## config.mk

```make
export PLATFORM = sky130hd
export DESIGN_NAME = led_pattern_gen
export DESIGN_NICKNAME = d
export VERILOG_FILES = /design/src/rtl/led_pkg.sv /design/src/rtl/led_channel.sv /design/src/rtl/led_pattern_gen.sv
export SDC_FILE = /design/constraint.sdc
export NUM_CORES = 1
export LEC_CHECK = 0
export ABC_AREA = 1
export BUFFER_PORTS_ARGS = -buffer_cell sky130_fd_sc_hd__buf_2
export CORE_AREA = 4 4 153 155
export CTS_CLUSTER_DIAMETER = 30
export CTS_CLUSTER_SIZE = 25
export DETAILED_ROUTE_END_ITERATION = 7
export DIE_AREA = 0 0 157 159
export SLEW_MARGIN = 0
export SYNTH_ARGS = -nofsm -noshare
export SYNTH_HDL_FRONTEND = slang
export SYNTH_SLANG_ARGS = --single-unit
```

## constraint.sdc

```tcl
create_clock -name aclk -period 3.4 [get_ports aclk]
set_input_delay 0.17 -clock aclk [delete_from_list [all_inputs] [get_ports aclk]]
set_output_delay 0.17 -clock aclk [all_outputs]
set_load 0.005 [all_outputs]
```

## src/rtl/led_pkg.sv

```systemverilog
`default_nettype none
// ============================================================================
// Module   : led_pkg
// Purpose  : Shared definitions for the LED pattern generator. It provides the
//            per-channel mode encoding used on the config bus and inside
//            each channel.
// Contents : MODE_W     - width of the mode field
//            led_mode_t - OFF / ON / BLINK / PWM
// Revision : 1.0  initial release
// ============================================================================
package led_pkg;

  localparam int MODE_W = 2;

  typedef enum logic [MODE_W-1:0] {
    MODE_OFF   = 2'd0,
    MODE_ON    = 2'd1,
    MODE_BLINK = 2'd2,
    MODE_PWM   = 2'd3
  } led_mode_t;

endpackage
`default_nettype wire

```

## src/rtl/led_channel.sv

```systemverilog
`default_nettype none
// ============================================================================
// Module   : led_channel
// Purpose  : One LED channel. It holds the channel's configured mode and value
//            and its blink state. It produces the next value of the channel's
//            registered LED bit.
// Ports    : aclk      in   clock
//            arstn     in   synchronous active-low reset
//            tick      in   shared prescaler tick (one-cycle pulse)
//            phase     in   shared PWM phase counter
//            wr        in   accepted config write for this channel
//            wr_mode   in   new mode (led_mode_t encoding)
//            wr_value  in   BLINK half-period minus 1, or PWM duty
//            led_next  out  next value of this channel's LED register
// Revision : 1.0  initial release
// ============================================================================
module led_channel
  import led_pkg::*;
#(
  parameter int CNT_WIDTH = 8
) (
  input  logic                 aclk,
  input  logic                 arstn,
  input  logic                 tick,
  input  logic [CNT_WIDTH-1:0] phase,
  input  logic                 wr,
  input  logic [MODE_W-1:0]    wr_mode,
  input  logic [CNT_WIDTH-1:0] wr_value,
  output logic                 led_next
);

  led_mode_t            mode;
  logic [CNT_WIDTH-1:0] value;
  logic [CNT_WIDTH-1:0] bcnt;
  logic                 bstate;

  // A write has priority over a coincident tick. The fresh configuration
  // always starts its blink count from zero, with the LED low. Clearing bcnt
  // together with every new value also keeps bcnt at or below value.
  always_ff @(posedge aclk) begin
    if (!arstn) begin
      mode   <= MODE_OFF;
      value  <= '0;
      bcnt   <= '0;
      bstate <= 1'b0;
    end else if (wr) begin
      mode   <= led_mode_t'(wr_mode);
      value  <= wr_value;
      bcnt   <= '0;
      bstate <= 1'b0;
    end else if (tick && (mode == MODE_BLINK)) begin
      if (bcnt == value) begin
        bcnt   <= '0;
        bstate <= ~bstate;
      end else begin
        bcnt   <= bcnt + 1'b1;
      end
    end
  end

  always_comb begin
    led_next = 1'b0;
    case (mode)
      MODE_OFF:   led_next = 1'b0;
      MODE_ON:    led_next = 1'b1;
      MODE_BLINK: led_next = bstate;
      MODE_PWM:   led_next = (phase < value);
      default:    led_next = 1'b0;
    endcase
  end

endmodule
`default_nettype wire

```

## src/rtl/led_pattern_gen.sv

```systemverilog
`default_nettype none
// ============================================================================
// Module   : led_pattern_gen
// Purpose  : Multi-channel LED pattern generator. Each channel is set at
//            runtime to OFF, ON, BLINK or PWM. A shared prescaler tick and a
//            shared PWM phase counter drive all of the channels.
// Ports    : aclk       in   clock
//            arstn      in   synchronous active-low reset
//            cfg_valid  in   config write request
//            cfg_ready  out  config write accept (1 whenever out of reset)
//            cfg_ch     in   target channel (>= NUM_CH is accepted, ignored)
//            cfg_mode   in   0=OFF 1=ON 2=BLINK 3=PWM
//            cfg_value  in   BLINK half-period minus 1, or PWM duty
//            tick       out  prescaler tick pulse
//            led        out  registered LED outputs
// Revision : 1.0  initial release
// ============================================================================
module led_pattern_gen
  import led_pkg::*;
#(
  parameter int NUM_CH    = 8,
  parameter int CNT_WIDTH = 8,
  parameter int PRESCALE  = 2500,
  parameter int CH_W      = (NUM_CH > 1) ? $clog2(NUM_CH) : 1
) (
  input  logic                 aclk,
  input  logic                 arstn,
  input  logic                 cfg_valid,
  output logic                 cfg_ready,
  input  logic [CH_W-1:0]      cfg_ch,
  input  logic [MODE_W-1:0]    cfg_mode,
  input  logic [CNT_WIDTH-1:0] cfg_value,
  output logic                 tick,
  output logic [NUM_CH-1:0]    led
);

  localparam int              PS_W    = (PRESCALE > 1) ? $clog2(PRESCALE) : 1;
  localparam logic [PS_W-1:0] PS_LAST = PS_W'(PRESCALE - 1);

  logic [PS_W-1:0]      pcnt;
  logic [CNT_WIDTH-1:0] phase;
  logic                 cfg_accept;
  logic [NUM_CH-1:0]    wr;
  logic [NUM_CH-1:0]    led_next;

  // tick is registered from the terminal count. It is therefore high in the
  // cycle after pcnt == PRESCALE-1. With PRESCALE == 1, pcnt stays at 0 and
  // tick stays high continuously.
  always_ff @(posedge aclk) begin
    if (!arstn) begin
      pcnt <= '0;
      tick <= 1'b0;
    end else begin
      pcnt <= (pcnt == PS_LAST) ? '0 : pcnt + 1'b1;
      tick <= (pcnt == PS_LAST);
    end
  end

  // The phase counter advances in tick cycles and wraps naturally.
  always_ff @(posedge aclk) begin
    if (!arstn) begin
      phase <= '0;
    end else if (tick) begin
      phase <= phase + 1'b1;
    end
  end

  always_ff @(posedge aclk) begin
    if (!arstn) begin
      cfg_ready <= 1'b0;
    end else begin
      cfg_ready <= 1'b1;
    end
  end

  assign cfg_accept = cfg_valid && cfg_ready;

  // An out-of-range cfg_ch matches no channel, so that write is dropped.
  generate
    for (genvar i = 0; i < NUM_CH; i++) begin : g_ch
      assign wr[i] = cfg_accept && (cfg_ch == CH_W'(i));

      led_channel #(
        .CNT_WIDTH (CNT_WIDTH)
      ) u_ch (
        .aclk     (aclk),
        .arstn    (arstn),
        .tick     (tick),
        .phase    (phase),
        .wr       (wr[i]),
        .wr_mode  (cfg_mode),
        .wr_value (cfg_value),
        .led_next (led_next[i])
      );
    end
  endgenerate

  always_ff @(posedge aclk) begin
    if (!arstn) begin
      led <= '0;
    end else begin
      led <= led_next;
    end
  end

endmodule
`default_nettype wire
```

==> metrics.md, run 1 <==
| Metric | Value |
|---|---|
| Crit path arrival time | `2220 ps` |
| Worst-skew pair later-pin latency | `roughly 430 ps` |
| Area Overhead vs Synth | `9.89%` |
| Setup TNS | `0 ps` |
| Max Transition Viols Final | `0` |
| Register Area | `about 3600 µm²` |
| Synthesized area | `between 9000 and 10000 µm²` |
| Gr ovfl total | `0` |
| TritonCTS Buffers | `17` |
| H-tree depth | `4` |
| Reg clk slew, reported paths | `~70 ps` |
| Initial DRC count | `~400` |
| FF-to-FF setup slack | `roughly 1500 ps` |
| DP Wirelength | `between 15000 and 20000 µm` |
| Critical-path maximum fanout | `10` |
| Worst EP required | `3720 ps` |
| TritonCTS clock tree | `done` |
| Post-CTS Repair Setup Buffers | `0` |
| Final critical-path required period | `1910 ps` |
| Antenna Violating Nets Remaining | `0` |
| CTS max path bufs | `2` |
| Number of global-route vias before repair | `7701` |
| Worst Reg-to-Reg Cells | `8` |
| CP endpoint kind | `flip-flop` |
| Unrepaired setup endpoints after global routing | `false` |
| Final nets | `about 1500` |
| Antenna violations before repair | `0` |
| Commonest non-fill, non-tap cell in the layout | `nand2_1` |
| Startpoint types | `flip-flop` |
| Power per cell area | `411 nW/µm²` |
| Worst slew pin tran | `875 ps` |
| I/O pin count | `26` |
| Gpl congestion | `a little over 0.8` |
| Syn. warnings | `0` |
| Syn Inst Count | `1365` |
| Worst rel slew slack | `around two fifths` |
| Sink Count | `182` |
| Die area | `around 25000 µm²` |
| Diodes inserted | `0` |
| Global-route wire length before repair | `around 38000 µm` |
| Largest net degree at the start of global routing | `97` |
| Post-CTS resize count | `0` |
| Fillers | `between 2000 and 2500` |
| Hold Path Stages | `3` |
| Post-synth top area cell | `dfxtp_1` |
| Fin crit share | `56.2%` |
| Vert. Die Dim | `159 µm` |
| Yosys top cell area share | `37.4%` |
| First-pass DRT Iterations | `6` |
| CTS Hold Bufs | `0` |
| Avg Cell Area, Syn | `7.14 µm²` |
| Most frequent cells in the layout | `272 x nand2_1, 208 x inv_1, 182 x dfxtp_1` |
| Seq/Total Area, Yosys | `between 30% and 40%` |
| Wire per inst | `between 10 and 15 µm` |
| DRC errors left | `0` |
| Area of the multi-input gates | `5190 µm²` |
| Worst path slowest cell | `dfxtp_1` |
| Post-Route WL | `between 20000 and 25000 µm` |
| Crit Path Class | `flip-flop to flip-flop` |
| Fin Clk Skew | `around 11 ps` |
| Cell mode on critical path | `nand2_1` |
| Vias per Instance | `~5` |
| DR vias | `about 8200` |
| Layout cells sized above 1 | `under 10%` |
| Hold WS | `168 ps` |
| Clk root buf | `clkbuf_16` |
| Crit-path cells | `buf_4, nand3_1, nor2_1, nand2_1, nor2_1, nand2_1, nand2_1, nor3_1` |
| Final Hold Vio Count | `0` |
| Achievable clock frequency | `between 500 and 600 MHz` |
| Leak | `0.00442 µW` |
| Status | `finished, final reports clean` |
| #FFs+latches synth | `182` |
| Core Area | `approximately 22000 µm²` |
| Die X | `approximately 160 µm` |
| Max Cap Violations | `0` |
| CP max stage delay | `just under 500 ps` |
| VDD IR max | `0.298 mV` |
| HP Class | `primary input to flip-flop` |
| Largest cells by area after synthesis | `dfxtp_1 37%, nand2_1 10%, ha_1 8.5%, inv_1 8.0%, a21oi_1 6.2%` |
| Synth unique cells | `35` |
| Syn_nets | `approximately 1400` |
| Starting density of the core | `44.7%` |
| Total GRT Usage | `19.0%` |
| Site Rows | `54` |
| Setup violations, final | `0` |
| Port Buffers | `25` |
synthesized netlist by cell type (all sizes together):
library cell / number
nand2: 276
inv: 212
dfxtp: 182
nor2: 167
a21oi: 120
o21ai: 105
nand3: 81
ha: 66
xnor2: 45
clkbuf: 26
xor2: 19
nand4: 16
nor3: 16
o21a: 8
a31oi: 7
a31o: 5
and3: 3
and3b: 2
buf: 2
nand3b: 2
or2: 2
clkinv: 1
nor3b: 1
nor4: 1
area by class of cell:
type | instances | area share, %
Multi-Input combinational cell | 942 | 48.5
Sequential cell | 182 | 34.0
Inverter | 213 | 7.46
Clock buffer | 19 | 4.13
Tap cell | 280 | 3.27
Clock inverter | 13 | 1.35
Timing Repair Buffer | 27 | 1.31
metrics by stage:
stage,total power (µW),instances,utilization (%),instance area (µm²),worst slack (ps)
after global placement,2450,1644,46.4,10100,1570
after floorplan,2370,1365,-,9750,2010
final,4400,1676,49.1,10700,1490
after detailed placement,2450,1644,46.4,10100,1490
after global routing,4570,1676,49.1,10700,1300
after CTS,4450,1676,49.1,10700,1490
worst max-delay path, delay by kind of cell (launching register included):
family        cells  cell delay [ps]
simple gates      7              980
buf+inv           1              320
flops             1              490
logic make-up after synthesis:
| kind of cell | synth area share [%] |
|---|---|
| fa+ha+maj | 8.47 |
| compound gates | 13.1 |
| buf+inv | 9.37 |
| simple gates | 26.0 |
| xor+xnor | 5.75 |
| flops | 37.4 |
state kept, by name (all words and copies together) (netlist names):
signal / cells
g_ch.u_ch.bcnt: 64
g_ch.u_ch.value: 64
g_ch.u_ch.mode: 16
pcnt: 12
g_ch.u_ch.bstate: 8
led: 8
phase: 8
cfg_ready: 1
tick: 1
power by group:
group          leakage (µW)  switching (µW)  internal [µW]
Combinational       0.00267             159           70.0
Sequential          0.00147            19.3           2160
Clock              0.000281             886           1110
final timing paths:
kind,startpoint,endpoint
min reg2reg,pcnt[0]$_SDFF_PP0_,pcnt[0]$_SDFF_PP0_
max reg2reg,tick$_SDFF_PN0_,g_ch[3].u_ch.bcnt[4]$_SDFFE_PP0P_
max,tick$_SDFF_PN0_,g_ch[3].u_ch.bcnt[4]$_SDFFE_PP0P_
min,cfg_value[0],g_ch[7].u_ch.value[0]$_SDFFE_PN0P_
layer usage:
layer / up-vias / global-route usage, % / routed length, µm
met4: 0 / 4.14 / 286
met5: - / 0 / 0
li1: 4390 / - / -
met3: 22 / 3.70 / 1080
met2: 127 / 30.3 / 10300
met1: 3706 / 26.9 / 11400
No activity file was read; power rests on OpenSTA's default activity.
==> inputs of run 2 (changes only) <==
==> constraint.sdc (replaced) <==
create_clock -name aclk -period 2 [get_ports aclk]
set_input_delay 0.1 -clock aclk [delete_from_list [all_inputs] [get_ports aclk]]
set_output_delay 0.1 -clock aclk [all_outputs]
set_load 0.005 [all_outputs]
==> metrics.md, run 2 (synthesis results as in run 1) <==
| Metric | Value |
|---|---|
| Status | `finished, final reports clean` |
| Power per cell area | `between 600 and 700 nW/µm²` |
| Global-route wire length before repair | `38500 µm` |
| Max Transition Viols Final | `0` |
| Initial DRC count | `about 550` |
| Startpoint types | `flip-flop` |
| Antenna Violating Nets Remaining | `0` |
| Leak | `between 0.004 and 0.005 µW` |
| First-pass DRT Iterations | `5` |
| Worst-skew pair later-pin latency | `440 ps` |
| Wire per inst | `around 14 µm` |
| Reg clk slew, reported paths | `80 ps` |
| Largest net degree at the start of global routing | `97` |
| DR vias | `roughly 8300` |
| VDD IR max | `around 0.43 mV` |
| Worst slew pin tran | `about 590 ps` |
| Starting density of the core | `between 40 and 50%` |
| Layout cells sized above 1 | `around 7.6%` |
| Gr ovfl total | `0` |
| CTS Hold Bufs | `0` |
| TritonCTS clock tree | `done` |
| Hold WS | `75.0 ps` |
| H-tree depth | `4` |
| Worst rel slew slack | `60.3%` |
| Area Overhead vs Synth | `10.8%` |
| DP Wirelength | `~16000 µm` |
| Die area | `about 25000 µm²` |
| Worst EP required | `around 2400 ps` |
| TritonCTS Buffers | `17` |
| Final critical-path required period | `~1700 ps` |
| Largest regs | `g_ch.u_ch.bcnt x64, g_ch.u_ch.value x64, g_ch.u_ch.mode x16` |
| HP Class | `primary input to flip-flop` |
| Setup violations, final | `0` |
| Clk root buf | `clkbuf_16` |
| Core Area | `~22000 µm²` |
| Final Hold Vio Count | `0` |
| Post-Route WL | `around 23000 µm` |
| Diodes inserted | `0` |
| Fin crit share | `83.0%` |
| Achievable clock frequency | `between 600 and 700 MHz` |
| I/O pin count | `26` |
| Final nets | `about 1500` |
| Commonest non-fill, non-tap cell in the layout | `nand2_1` |
| Die X | `approximately 160 µm` |
| Setup TNS | `0 ps` |
| Antenna violations before repair | `0` |
| Number of global-route vias before repair | `about 7700` |
| CTS max path bufs | `2` |
| Most frequent cells in the layout | `272 x nand2_1, 208 x inv_1, 182 x dfxtp_1` |
| Port Buffers | `25` |
| Fillers | `about 2200` |
| Critical-path maximum fanout | `10` |
| Max Cap Violations | `0` |
| Vert. Die Dim | `159 µm` |
| Post-CTS resize count | `0` |
| Site Rows | `between 50 and 60` |
| CP endpoint kind | `flip-flop` |
| Fin Clk Skew | `approximately 14 ps` |
| Post-CTS Repair Setup Buffers | `0` |
| Unrepaired setup endpoints after global routing | `false` |
| DRC errors left | `0` |
| Total GRT Usage | `19.1%` |
| FF-to-FF setup slack | `about 340 ps` |
| Sink Count | `182` |
| Crit Path Class | `flip-flop to flip-flop` |
| Crit path arrival time | `a little over 2000 ps` |
| Gpl congestion | `between 0.8 and 0.9` |
| Vias per Instance | `a little under 5` |
-- run 2: cell types whose count changed in the layout (fill, tap and decap cells not counted), moves of 2 or more --
cell | before | now
clkinvlp_4 | 3 | 1
inv_8 | 0 | 2
clkinv_8 | 0 | 6
buf_4 | 2 | 9
clkinv_2 | 2 | 0
bufinv_16 | 2 | 0
-- run 2: area by class of cell --
class | count | area, µm² | area share (%)
multi-input cells | 942 | 5190 | 48.1
clock buffers | 17 | 425 | 3.94
well taps | 280 | 350 | 3.24
inverters | 213 | 800 | 7.40
clock inverters | 15 | 180 | 1.67
flip-flops and latches | 182 | 3640 | 33.7
repair buffers | 35 | 213 | 1.97
-- run 2: layer usage --
layer | GRT usage, % | vias to the layer above | share of wire (%) | wire, µm
met4 | 5.13 | 0 | 1.4 | 310
met2 | 29.7 | 116 | 44 | 10200
met3 | 3.18 | 30 | 3.6 | 833
li1 | - | 4423 | - | -
met5 | 0 | - | 0 | 0
met1 | 27.3 | 3757 | 51 | 11600
-- run 2: path summary, 6_finish.rpt --
| path | startpoint | to | cells after the start |
|---|---|---|---|
| max | phase[7]$_SDFFE_PN0P_ | led[1]$_SDFF_PN0_ | 9 |
| min | arstn | cfg_ready$_DFF_P_ | 2 |
| max reg2reg | phase[7]$_SDFFE_PN0P_ | led[1]$_SDFF_PN0_ | 9 |
| min reg2reg | pcnt[0]$_SDFF_PP0_ | pcnt[0]$_SDFF_PP0_ | 1 |
-- run 2: stage by stage --
stage	total power [µW]	utilization [%]	worst slack [ps]	cell area (µm²)	cells
finish	7480	49.5	340	10800	1684
global route	7780	49.5	174	10800	1684
CTS	7570	49.5	326	10800	1684
detailed placement	4170	46.7	340	10200	1652
global placement	4170	46.7	394	10200	1652
floorplan	4030	-	608	9750	1365
-- run 2: report_power, final --
part | switching [µW] | leakage, µW | internal (µW)
combinational | 272 | 0.00272 | 121
sequential | 33.2 | 0.00147 | 3660
clock | 1700 | 0.000290 | 1690
total | 2000 | 0.00448 | 5480
-- run 2: critical path, cell delays in order (launching register included) --
cell     delay (ps)
dfxtp_1         670
ha_1            340
nand2_1          70
inv_1            30
nor2_1          100
o21a_1          130
nand3_1          70
nand3_1          80
nand2_1          50
inv_1            60
